$ cat config.mk
export PLATFORM = sky130hd
export DESIGN_NAME = rom_fetch_unit
export DESIGN_NICKNAME = d
export VERILOG_FILES = /design/src/rtl/rom_fetch_unit.sv
export SDC_FILE = /design/constraint.sdc
export NUM_CORES = 1
export LEC_CHECK = 0
export ABC_AREA = 1
export CAP_MARGIN = 25
export CORE_UTILIZATION = 35
export DETAILED_ROUTE_END_ITERATION = 8
export PLACE_DENSITY = 0.62
export SETUP_SLACK_MARGIN = 0.05
export SYNTH_ARGS = -nofsm -noshare
export SYNTH_HDL_FRONTEND = slang
export SYNTH_SLANG_ARGS = --single-unit
$ cat constraint.sdc
create_clock -name CLK -period 3.7 [get_ports CLK]
set_clock_uncertainty 0.05 [all_clocks]
set_input_delay 0.925 -clock CLK [delete_from_list [all_inputs] [get_ports CLK]]
set_output_delay 0.925 -clock CLK [all_outputs]
set_load 0.01 [all_outputs]
$ cat src/rtl/rom_fetch_unit.sv
// rom_fetch_unit: prefetches bytes from a registered program ROM into a 2-entry buffer.
// Optional stall counter on STALL_CNT when FETCH_PERF_CNT_EN is defined.
module rom_fetch_unit #(
  parameter int ADDR_WIDTH = 8,
  parameter int BUF_DEPTH  = 2
) (
  input  logic                  CLK,
  input  logic                  RESETN,
  output logic [ADDR_WIDTH-1:0] ROM_ADDR,
  input  logic [7:0]            ROM_DATA,
  output logic [7:0]            INSTR,
  output logic [ADDR_WIDTH-1:0] INSTR_ADDR,
  output logic                  INSTR_VALID,
  input  logic                  INSTR_READY,
  input  logic                  BRANCH_EN,
  input  logic [ADDR_WIDTH-1:0] BRANCH_ADDR
`ifdef FETCH_PERF_CNT_EN
  ,output logic [15:0]          STALL_CNT
`endif
);

  logic [ADDR_WIDTH-1:0] r_pc;
  logic                  r_infl;
  logic [ADDR_WIDTH-1:0] r_tag;
  logic [ADDR_WIDTH-1:0] r_faddr [2];
  logic [7:0]            r_fdata [2];
  logic [1:0]            r_cnt;

  logic                  w_pop;
  logic [1:0]            w_wr_idx;
  logic [2:0]            w_occ;
  logic                  w_issue;

  assign w_pop    = INSTR_VALID && INSTR_READY;
  assign w_wr_idx = r_cnt - {1'b0, w_pop};
  assign w_occ    = {1'b0, r_cnt} + {2'b0, r_infl} - {2'b0, w_pop};
  assign w_issue  = !BRANCH_EN && (w_occ < 3'(BUF_DEPTH));

  // Head of the buffer goes straight to the decoder.
  always_comb begin
    INSTR       = r_fdata[0];
    INSTR_ADDR  = r_faddr[0];
    INSTR_VALID = (r_cnt != 2'd0);
  end

  // ROM address: forced to zero in reset, branch target overrides PC.
  always_comb begin
    ROM_ADDR = r_pc;
    if (!RESETN)
      ROM_ADDR = '0;
    else if (BRANCH_EN)
      ROM_ADDR = BRANCH_ADDR;
  end

  // PC, in-flight tracking and buffer update; branch flushes everything.
  always_ff @(posedge CLK) begin
    if (!RESETN) begin
      r_pc       <= '0;
      r_infl     <= 1'b0;
      r_tag      <= '0;
      r_cnt      <= 2'd0;
      r_faddr[0] <= '0;
      r_faddr[1] <= '0;
      r_fdata[0] <= '0;
      r_fdata[1] <= '0;
    end else if (BRANCH_EN) begin
      r_cnt  <= 2'd0;
      r_infl <= 1'b1;
      r_tag  <= BRANCH_ADDR;
      r_pc   <= BRANCH_ADDR + 1'b1;
    end else begin
      if (w_pop) begin
        r_faddr[0] <= r_faddr[1];
        r_fdata[0] <= r_fdata[1];
      end
      // Push after the shift so a same-slot write wins.
      if (r_infl) begin
        r_faddr[w_wr_idx[0]] <= r_tag;
        r_fdata[w_wr_idx[0]] <= ROM_DATA;
      end
      r_cnt  <= w_wr_idx + {1'b0, r_infl};
      r_infl <= w_issue;
      if (w_issue) begin
        r_tag <= r_pc;
        r_pc  <= r_pc + 1'b1;
      end
    end
  end

`ifdef FETCH_PERF_CNT_EN
  logic [15:0] r_stall;

  // Count cycles where a valid head waits on the decoder, saturating.
  always_ff @(posedge CLK) begin
    if (!RESETN)
      r_stall <= 16'd0;
    else if (INSTR_VALID && !INSTR_READY && (r_stall != 16'hFFFF))
      r_stall <= r_stall + 16'd1;
  end

  assign STALL_CNT = r_stall;
`else
`endif

endmodule
# == Yosys cells after proc, flatten, opt, wreduce, memory -nomap -nowiden ==
# Memories as Yosys holds them, arrays and structs flattened.
# Index checks and enable logic that the tools add are counted.
# totals
output_inout_bits,25
latchBits,0
regBits,19
memories,2
mem_bits_ro,0
wordCells,48
ram_bits,32
input_bits,20
# memory_table
memory,words,word_bits,rd,rd_ports_with_merged_regs,write_ports,line_no,source
r_faddr,2,8,2,0,2,25,logic [ADDR_WIDTH-1:0] r_faddr [2];
r_fdata,2,8,2,0,2,26,logic [7:0] r_fdata [2];
# classes
div_mod_pow,0
n_addsub,6
bitwise,3
n_eq_ne,0
n_reduce_logical,8
shift,0
n_mul,0
n_mux,24
magnitude_cmp,1
# ops
op,count
$mux W8,10
$add A8 B1 Y8 const B,2
$reduce_or A8 Y1,2
$mux W1,14
$reduce_bool A2 Y1,2
$add A2 B1 Y3,1
$lt A3 B2 Y1 const B,1
$sub A3 B1 Y3,1
$add A2 B1 Y2,1
$logic_and A1 B1 Y1,2
$or A1 B1 Y1,2
$reduce_or A2 Y1,1
$sub A2 B1 Y2,1
$logic_not A1 Y1,1
$not A1 Y1,1

# == Depth between registers and ports, before layout ==
# Gate-level depths: netlist of run 1.
# depth
word_depth,7
ltp_mapped,15
ltp_nobuf,15

# == Worst setup path after synthesis of run 1 ==
# No wires, ideal clock.
# synth_path
path_kind,input to register
startpoint,input INSTR_READY
endpoint,register r_pc[5]
t_required_ns,3.533
setup_time_ns,0.117
stages,12
slack_ns,1.090
arrival_time_ns,2.443
cell_sequence,nand2_1 > inv_1 > ha_1 > nor2_1 > fa_1 > inv_1 > nand3_1 > nand2_1 > buf_4 > nand2_1 > nor2_1 > nor2_1
# synth_via
elab_chain_len,5
# synth_lines
item,line_no,source
from (decl),14,"input logic INSTR_READY,"
$logic_and A1 B1 Y1,34,assign w_pop = INSTR_VALID && INSTR_READY;
$sub A3 B1 Y3,36,"assign w_occ = {1'b0, r_cnt} + {2'b0, r_infl} - {2'b0, w_pop};"
$lt A3 B2 Y1,37,assign w_issue = !BRANCH_EN && (w_occ < 3'(BUF_DEPTH));
$logic_and A1 B1 Y1,37,
$reduce_bool A2 Y1 (no line),-,
to (signal assigned),70,r_pc <= BRANCH_ADDR + 1'b1;
to (signal assigned),85,r_pc <= r_pc + 1'b1;
to (decl),22,logic [ADDR_WIDTH-1:0] r_pc;
# Every way passes these cells.
# A chain may end at the register's enable or synchronous reset.

# == Worst setup path in the final report of run 1 ==
# layout_path
startpoint,input BRANCH_EN
endpoint,output ROM_ADDR[2]
# layout_via
elab_chain_len,2
# layout_lines
item,line_no,source
from (decl),15,"input logic BRANCH_EN,"
$mux W8,51,else if (BRANCH_EN)
$mux W8,49,if (!RESETN)
to (decl),9,"output logic [ADDR_WIDTH-1:0] ROM_ADDR,"
# Every way passes these cells.

==> impl_results.md, run 1 <==
- Outcome: finished, violations left
- Failing checks: design-rule violations
- Final Critical Period: 3380 ps
- CTS Buffer Depth: 2
- Wire length per cell: 11.5 microns
- Yosys reg bits: between 50 and 60
- Crit path DAT: 2400 ps
- Slew Limit Fails: 0
- Global placement routability congestion: 0.886
- Layout Area Growth over Synthesis: 29.2%
- Core Region: 6460 sq um
- Critical R2R Capture: r_pc[0]
- Vias in the first global route: 1844
- Initial Util: 36.7%
- CP max FO: 13
- Maxcap violations: 0
- Die X: 84.3 microns
- Worst slew margin: a little under three fifths
- Largest net degree at the start of global routing: 33
- Most frequent cells after synthesis: 58 x nand2_1, 39 x inv_1, 36 x nor2_1
- Worst R2R Start: r_cnt[1]
- Static Leak: 1.30 nW
- Peak supply drop: 0.000179 V
- Setup CP Type: in2out
- CP Launch Type: input pin
- Final setup fails: 0
- Pwr/cell area: 460 nW/um^2
- Tightest Hold Check Type: reg2reg
- Die area: 7110 sq um
- HPWL after detailed placement: 3330 microns
- Post-synthesis sequential area ratio: 56.5%
- Cts hold-fix bufs: 0
- Hold Path Depth: 2
- Crit path from: BRANCH_EN
- Synthesized instance count: 268
- Most common cell in the netlist: nand2_1
- Worst endpoint required time: about 2700 ps
- Final hold vios: 0
- Cell row count: 29
- Post-synth top area cell: edfxtp_1
- R2r setup slk: about 1300 ps
- Area after DPL: 2960 sq um
- First-pass DRT Iterations: 7
- Layout filler cell count: 628
- Buffers on Ports: 44
- Global router's overall resource usage: 14.3%
- Post-route DRC violation count: 5
- Net Count, Synth: 294
- Post-Syn Area per Cell: 8.85 sq um
- Synth warn: 0
- Fraction of registers with async set/reset: 0%
- ANT nets after route: 0
- Routed WL: 4620 microns
- TritonCTS clock tree: yes
- Distinct cells, synth: 26
- Endpoint, Worst Hold: r_tag[0]
- Post-Layout Inst Area: 3060 sq um
- CP endpoint kind: output port
- Period utilization: 91.3%
- Total CTS buffers: 5
- HP Start: r_tag[0]
- Height of the chip: 84.3 microns
- Overall power: 1.41 mW
- EDFF count, synth: 32
- Net count, final: 350
- H-tree lvl count: 2
- Clock sink total: between 50 and 60
- Initial DRC count: 78
- Fin util: 47.4%
- Top cells by area, synth: edfxtp_1 41%, dfxtp_1 16%, nand2_1 9.2%
- # diodes: 0
- Worst R2R Path Depth: 14
- Area share of the largest cell type after synthesis: 40.5%
- First-pass GRT wire length: 8060 microns
- Clock-pin slew on the worst setup and hold paths: ~80 ps
- Synthesized area: 2370 sq um
- Initial antenna violation count: 0
- I/O Pins: 45
- Vias per cell: 4.66
- GRT overflow: 0
- CTS Root Cell: clkbuf_8
- Ys flop type: edfxtp_1
- Setup TNS: 0 ps
- Share of cells above drive strength 1: 9.57%
- Unrepaired setup endpoints after global routing: false
- Clock Latency Late Sink: 310 ps
- Worst-Margin Slew: just under 700 ps
- Fmax achieved: between 0.2 and 0.3 GHz
- Via Count: approximately 1900
where the power goes:
group          switching [mW]  internal (mW)  total (mW)
clock                   0.183          0.198       0.381
sequential             0.0243          0.673       0.697
combinational           0.182          0.149       0.331
routing by layer:
metal	GRT usage [%]	part of all wire [%]	vias to the layer above
li1	-	-	981
met2	24.3	46	42
met5	0	0	-
met1	17.0	46	836
met3	4.62	5.3	8
met4	5.39	1.9	0
registers in the layout, summed over array words and instances, names as in the netlist:
| register | cells |
|---|---|
| r_cnt | 2 |
| r_faddr | 16 |
| r_fdata | 16 |
| r_infl | 1 |
| r_pc | 8 |
| r_tag | 8 |
area by class of cell:
class	count	area, sq um	share of cell area (%)
inverters	40	150	4.90
repair buffers	59	552	18.0
well taps	77	96.3	3.14
multi-input cells	167	818	26.7
clock inverters	2	37.5	1.22
clock buffers	5	68.8	2.25
flip-flops and latches	51	1340	43.8
timing repair:
item                       in CTS  in global routing
gates resized for setup         1                  0
setup buffers                   0                  0
setup endpoints to repair       1                  0
worst max path at each step:
stage                       end  slack (ps)  cells after the start
global placement    ROM_ADDR[2]         110                      7
detailed placement  ROM_ADDR[2]          40                      7
CTS                 ROM_ADDR[2]         320                      7
finish              ROM_ADDR[2]         320                      7
global route        ROM_ADDR[0]         190                      6
floorplan               r_pc[5]        1090                     12
placed cells by master, fill, tap and decap left out:
cell type / netlist / final
nand2_1: 58 / 58
clkdlybuf4s50_1: 0 / 43
inv_1: 39 / 39
nor2_1: 36 / 36
edfxtp_1: 32 / 32
o21ai_0: 20 / 20
dfxtp_1: 19 / 19
o22ai_1: 16 / 16
buf_4: 1 / 15
nand3_1: 10 / 10
a21oi_1: 6 / 6
ha_1: 5 / 5
clkbuf_8: 0 / 5
nand2_2: 3 / 3
o21ai_1: 2 / 2
or2_2: 2 / 2
xnor2_1: 2 / 2
inv_2: 1 / 1
o21ai_2: 1 / 1
o211ai_1: 1 / 1
nand3_2: 1 / 1
nor2_2: 1 / 1
nor3_1: 1 / 1
and3_1: 1 / 1
fa_1: 1 / 1
clkinvlp_4: 0 / 1
bufinv_16: 0 / 1
dlygate4sd2_1: 0 / 1
through the flow:
| step | worst slack (ps) | hold slack (ps) | std cells |
|---|---|---|---|
| after global placement | 113 | 394 | 394 |
| after CTS | 323 | 418 | 401 |
| final | 322 | 413 | 401 |
| after detailed placement | 40.2 | 395 | 394 |
| after floorplan | 1090 | 378 | 268 |
| after global routing | 189 | 444 | 401 |
critical path, stage by stage:
cell             delay, ps
dlygate4sd2_1          360
inv_2                  190
nand2_1                 80
nand2_2                120
inv_1                   70
nor2_1                 100
clkdlybuf4s50_1        550
cells by family (layout without fill, tap and decap cells):
group           Yosys count  count (layout)  synth area share, %
xor+xnor                  2               2                0.739
simple gates            113             113                 19.5
buf+inv                  50             106                 8.97
compound gates           46              46                 10.8
flops                    51              51                 56.5
fa+ha+maj                 6               6                 3.48
Note: power is estimated with default switching activity, not from simulation.
==> inputs of run 2 (changes only) <==
--- a/constraint.sdc
+++ b/constraint.sdc
@@ -4,2 +4,2 @@
 set_output_delay 0.925 -clock CLK [all_outputs]
-set_load 0.01 [all_outputs]
+set_load 0.02 [all_outputs]
==> impl_results.md, run 2 (same netlist as run 1, synthesis figures left out) <==
- Wire length per cell: 11.6 microns (+0.43%)
- First-pass GRT wire length: 8150 microns (+1.1%)
- Worst slew margin: 54.8% (-0.29 points)
- Tightest Hold Check Type: reg2reg
- Top flop regs: r_faddr x16, r_fdata x16
- CP endpoint kind: output port
- # diodes: 0 (unchanged)
- CTS Root Cell: clkbuf_8
- Fmax achieved: 0.295 GHz (-0.21%)
- Initial DRC count: 124 (+59%)
- Final hold vios: 0 (unchanged)
- Slew Limit Fails: 0 (unchanged)
- Outcome: finished, violations left
- Via Count: 1859 (-0.43%)
- CP max FO: 12 (-1)
- CP Launch Type: input pin
- Commonest non-fill, non-tap cells in the layout: 58 x nand2_1, 43 x clkdlybuf4s50_1, 39 x inv_1
- Layout filler cell count: 654 (+4.1%)
- Vias in the first global route: 1879 (+1.9%)
- Worst R2R Path Depth: 15 (+1)
- Crit path DAT: 2410 ps (about the same)
- Post-CTS setup buffers: 0 (unchanged)
- I/O Pins: 45 (unchanged)
- Hold Path Depth: 2 (unchanged)
- Cts hold-fix bufs: 0 (unchanged)
- Placed Cells: 393 (-0.25%)
- Post-route DRC violation count: 5 (unchanged)
- Critical R2R Capture: r_pc[7]
- Worst R2R Start: r_cnt[1]
- Total CTS buffers: 5 (unchanged)
- Vias per cell: 4.64 (-0.43%)
- Final setup fails: 0 (unchanged)
- ANT nets after route: 0 (unchanged)
- Layout Area Growth over Synthesis: 29.0%
- Initial antenna violation count: 0 (unchanged)
- Setup TNS: 0 ps (unchanged)
- HP Start: r_tag[0]
- Area after DPL: 2950 sq um (-0.25%)
- Final Critical Period: 3390 ps (+7.06 ps)
- Clock Latency Late Sink: 300 ps (about the same)
- Layout Cells excl Fill: 401 (unchanged)
- Routed WL: 4640 microns (+0.43%)
- First-pass DRT Iterations: 9 (+2)
- Post-Layout Inst Area: 3060 sq um (-0.12%)
- Peak supply drop: 0.000192 V (+7.2%)
- Maxcap violations: 0 (unchanged)
- Largest net degree at the start of global routing: 33 (unchanged)
- Worst-Margin Slew: 677 ps (+4.28 ps)
- Period utilization: 91.5% (+0.19 points)
- HPWL after detailed placement: 3390 microns (+1.7%)
- Die area: 7110 sq um (unchanged)
- Commonest non-fill, non-tap cell in the layout: nand2_1
- Core Region: 6460 sq um (unchanged)
- GRT overflow: 0 (unchanged)
- Height of the chip: 84.3 microns (unchanged)
- Static Leak: 1.30 nW (-0.23%)
- Initial Util: 36.7% (unchanged)
- TritonCTS clock tree: yes
- Setup CP Type: in2out
- Routed wl met3: 243 microns (-1.6%)
- Clock sink total: 51 (unchanged)
- H-tree lvl count: 2 (unchanged)
- Unrepaired setup endpoints after global routing: false
- Share of cells above drive strength 1: 9.26% (-0.31 points)
- Fin util: 47.4% (-0.058 points)
- DR top layer: met4
- Met1 wire length: 2230 microns (+3.6%)
- Clock-pin slew on the worst setup and hold paths: 80 ps (about the same)
- Global placement routability congestion: 0.945 (+6.6%)
- Worst endpoint required time: 2720 ps (about the same)
- Pwr/cell area: 465 nW/um^2 (+1.2%)
- Net count, final: 349 (-0.29%)
- R2r setup slk: 1260 ps (about the same)
- Met2 routed WL: 2120 microns (-0.70%)
- Cell row count: 29 (unchanged)
- Buffers on Ports: 44 (unchanged)
- Failing checks: design-rule violations
- Die X: 84.3 microns (unchanged)
- Global router's overall resource usage: 14.1% (-0.20 points)
- CTS Buffer Depth: 2 (unchanged)
- Endpoint, Worst Hold: r_tag[0]
-- run 2: final cells by class --
| class | count | area [sq um] | share of cell area (%) |
|---|---|---|---|
| tap | 77 | 96.3 | 3.15 |
| timing repair buffer | 58 | 544 | 17.8 |
| multi-input combinational | 167 | 818 | 26.7 |
| inverter | 40 | 153 | 4.99 |
| sequential | 51 | 1340 | 43.8 |
| clock buffer | 5 | 68.8 | 2.25 |
| clock inverter | 3 | 38.8 | 1.27 |
-- run 2: where the power goes --
group / internal [mW] / switching (mW) / leakage, nW
Combinational: 0.150 / 0.202 / 0.758
Clock: 0.198 / 0.178 / 0.0517
Sequential: 0.673 / 0.0237 / 0.491
Total: 1.02 / 0.404 / 1.30
-- run 2: worst max-delay path by stage --
stage	startpoint	end	slack, ps	depth (start not counted)
2_1_floorplan	INSTR_READY	r_pc[5]	1080	12
3_3_place_gp	BRANCH_EN	ROM_ADDR[2]	30	7
3_5_place_dp	BRANCH_EN	ROM_ADDR[1]	-20	7
4_1_cts	BRANCH_EN	ROM_ADDR[6]	300	6
5_1_grt	BRANCH_EN	ROM_ADDR[1]	160	6
6_report	BRANCH_EN	ROM_ADDR[6]	310	6
-- run 2: repair_timing --
| item | 4_1_cts | 5_1_grt |
|---|---|---|
| setup endpoints to repair | 4 | 0 |
| resized for setup | 2 | 0 |
| hold endpoints to repair | 0 | 0 |
-- run 2: worst max-delay path: stages --
cell and delay, ps:
dlygate4sd2_1 440, nand2_1 80, o21ai_0 120, inv_1 140, nor2_1 110, clkdlybuf4s50_1 610
-- run 2: layer usage --
| layer | up-vias | track usage (%) |
|---|---|---|
| met1 | 817 | 17.9 |
| met3 | 5 | 2.95 |
| met4 | 0 | 4.16 |
| met2 | 50 | 24.4 |
| li1 | 987 | - |
| met5 | - | 0 |
-- run 2: through the flow --
step                      hold slack (ps)  setup slack, ps  total power, mW
after floorplan                       378             1080            0.920
after global placement                393             27.1             1.06
after detailed placement              399            -22.3             1.06
after CTS                             423              296             1.44
after global routing                  442              155             1.51
final                                 413              315             1.42
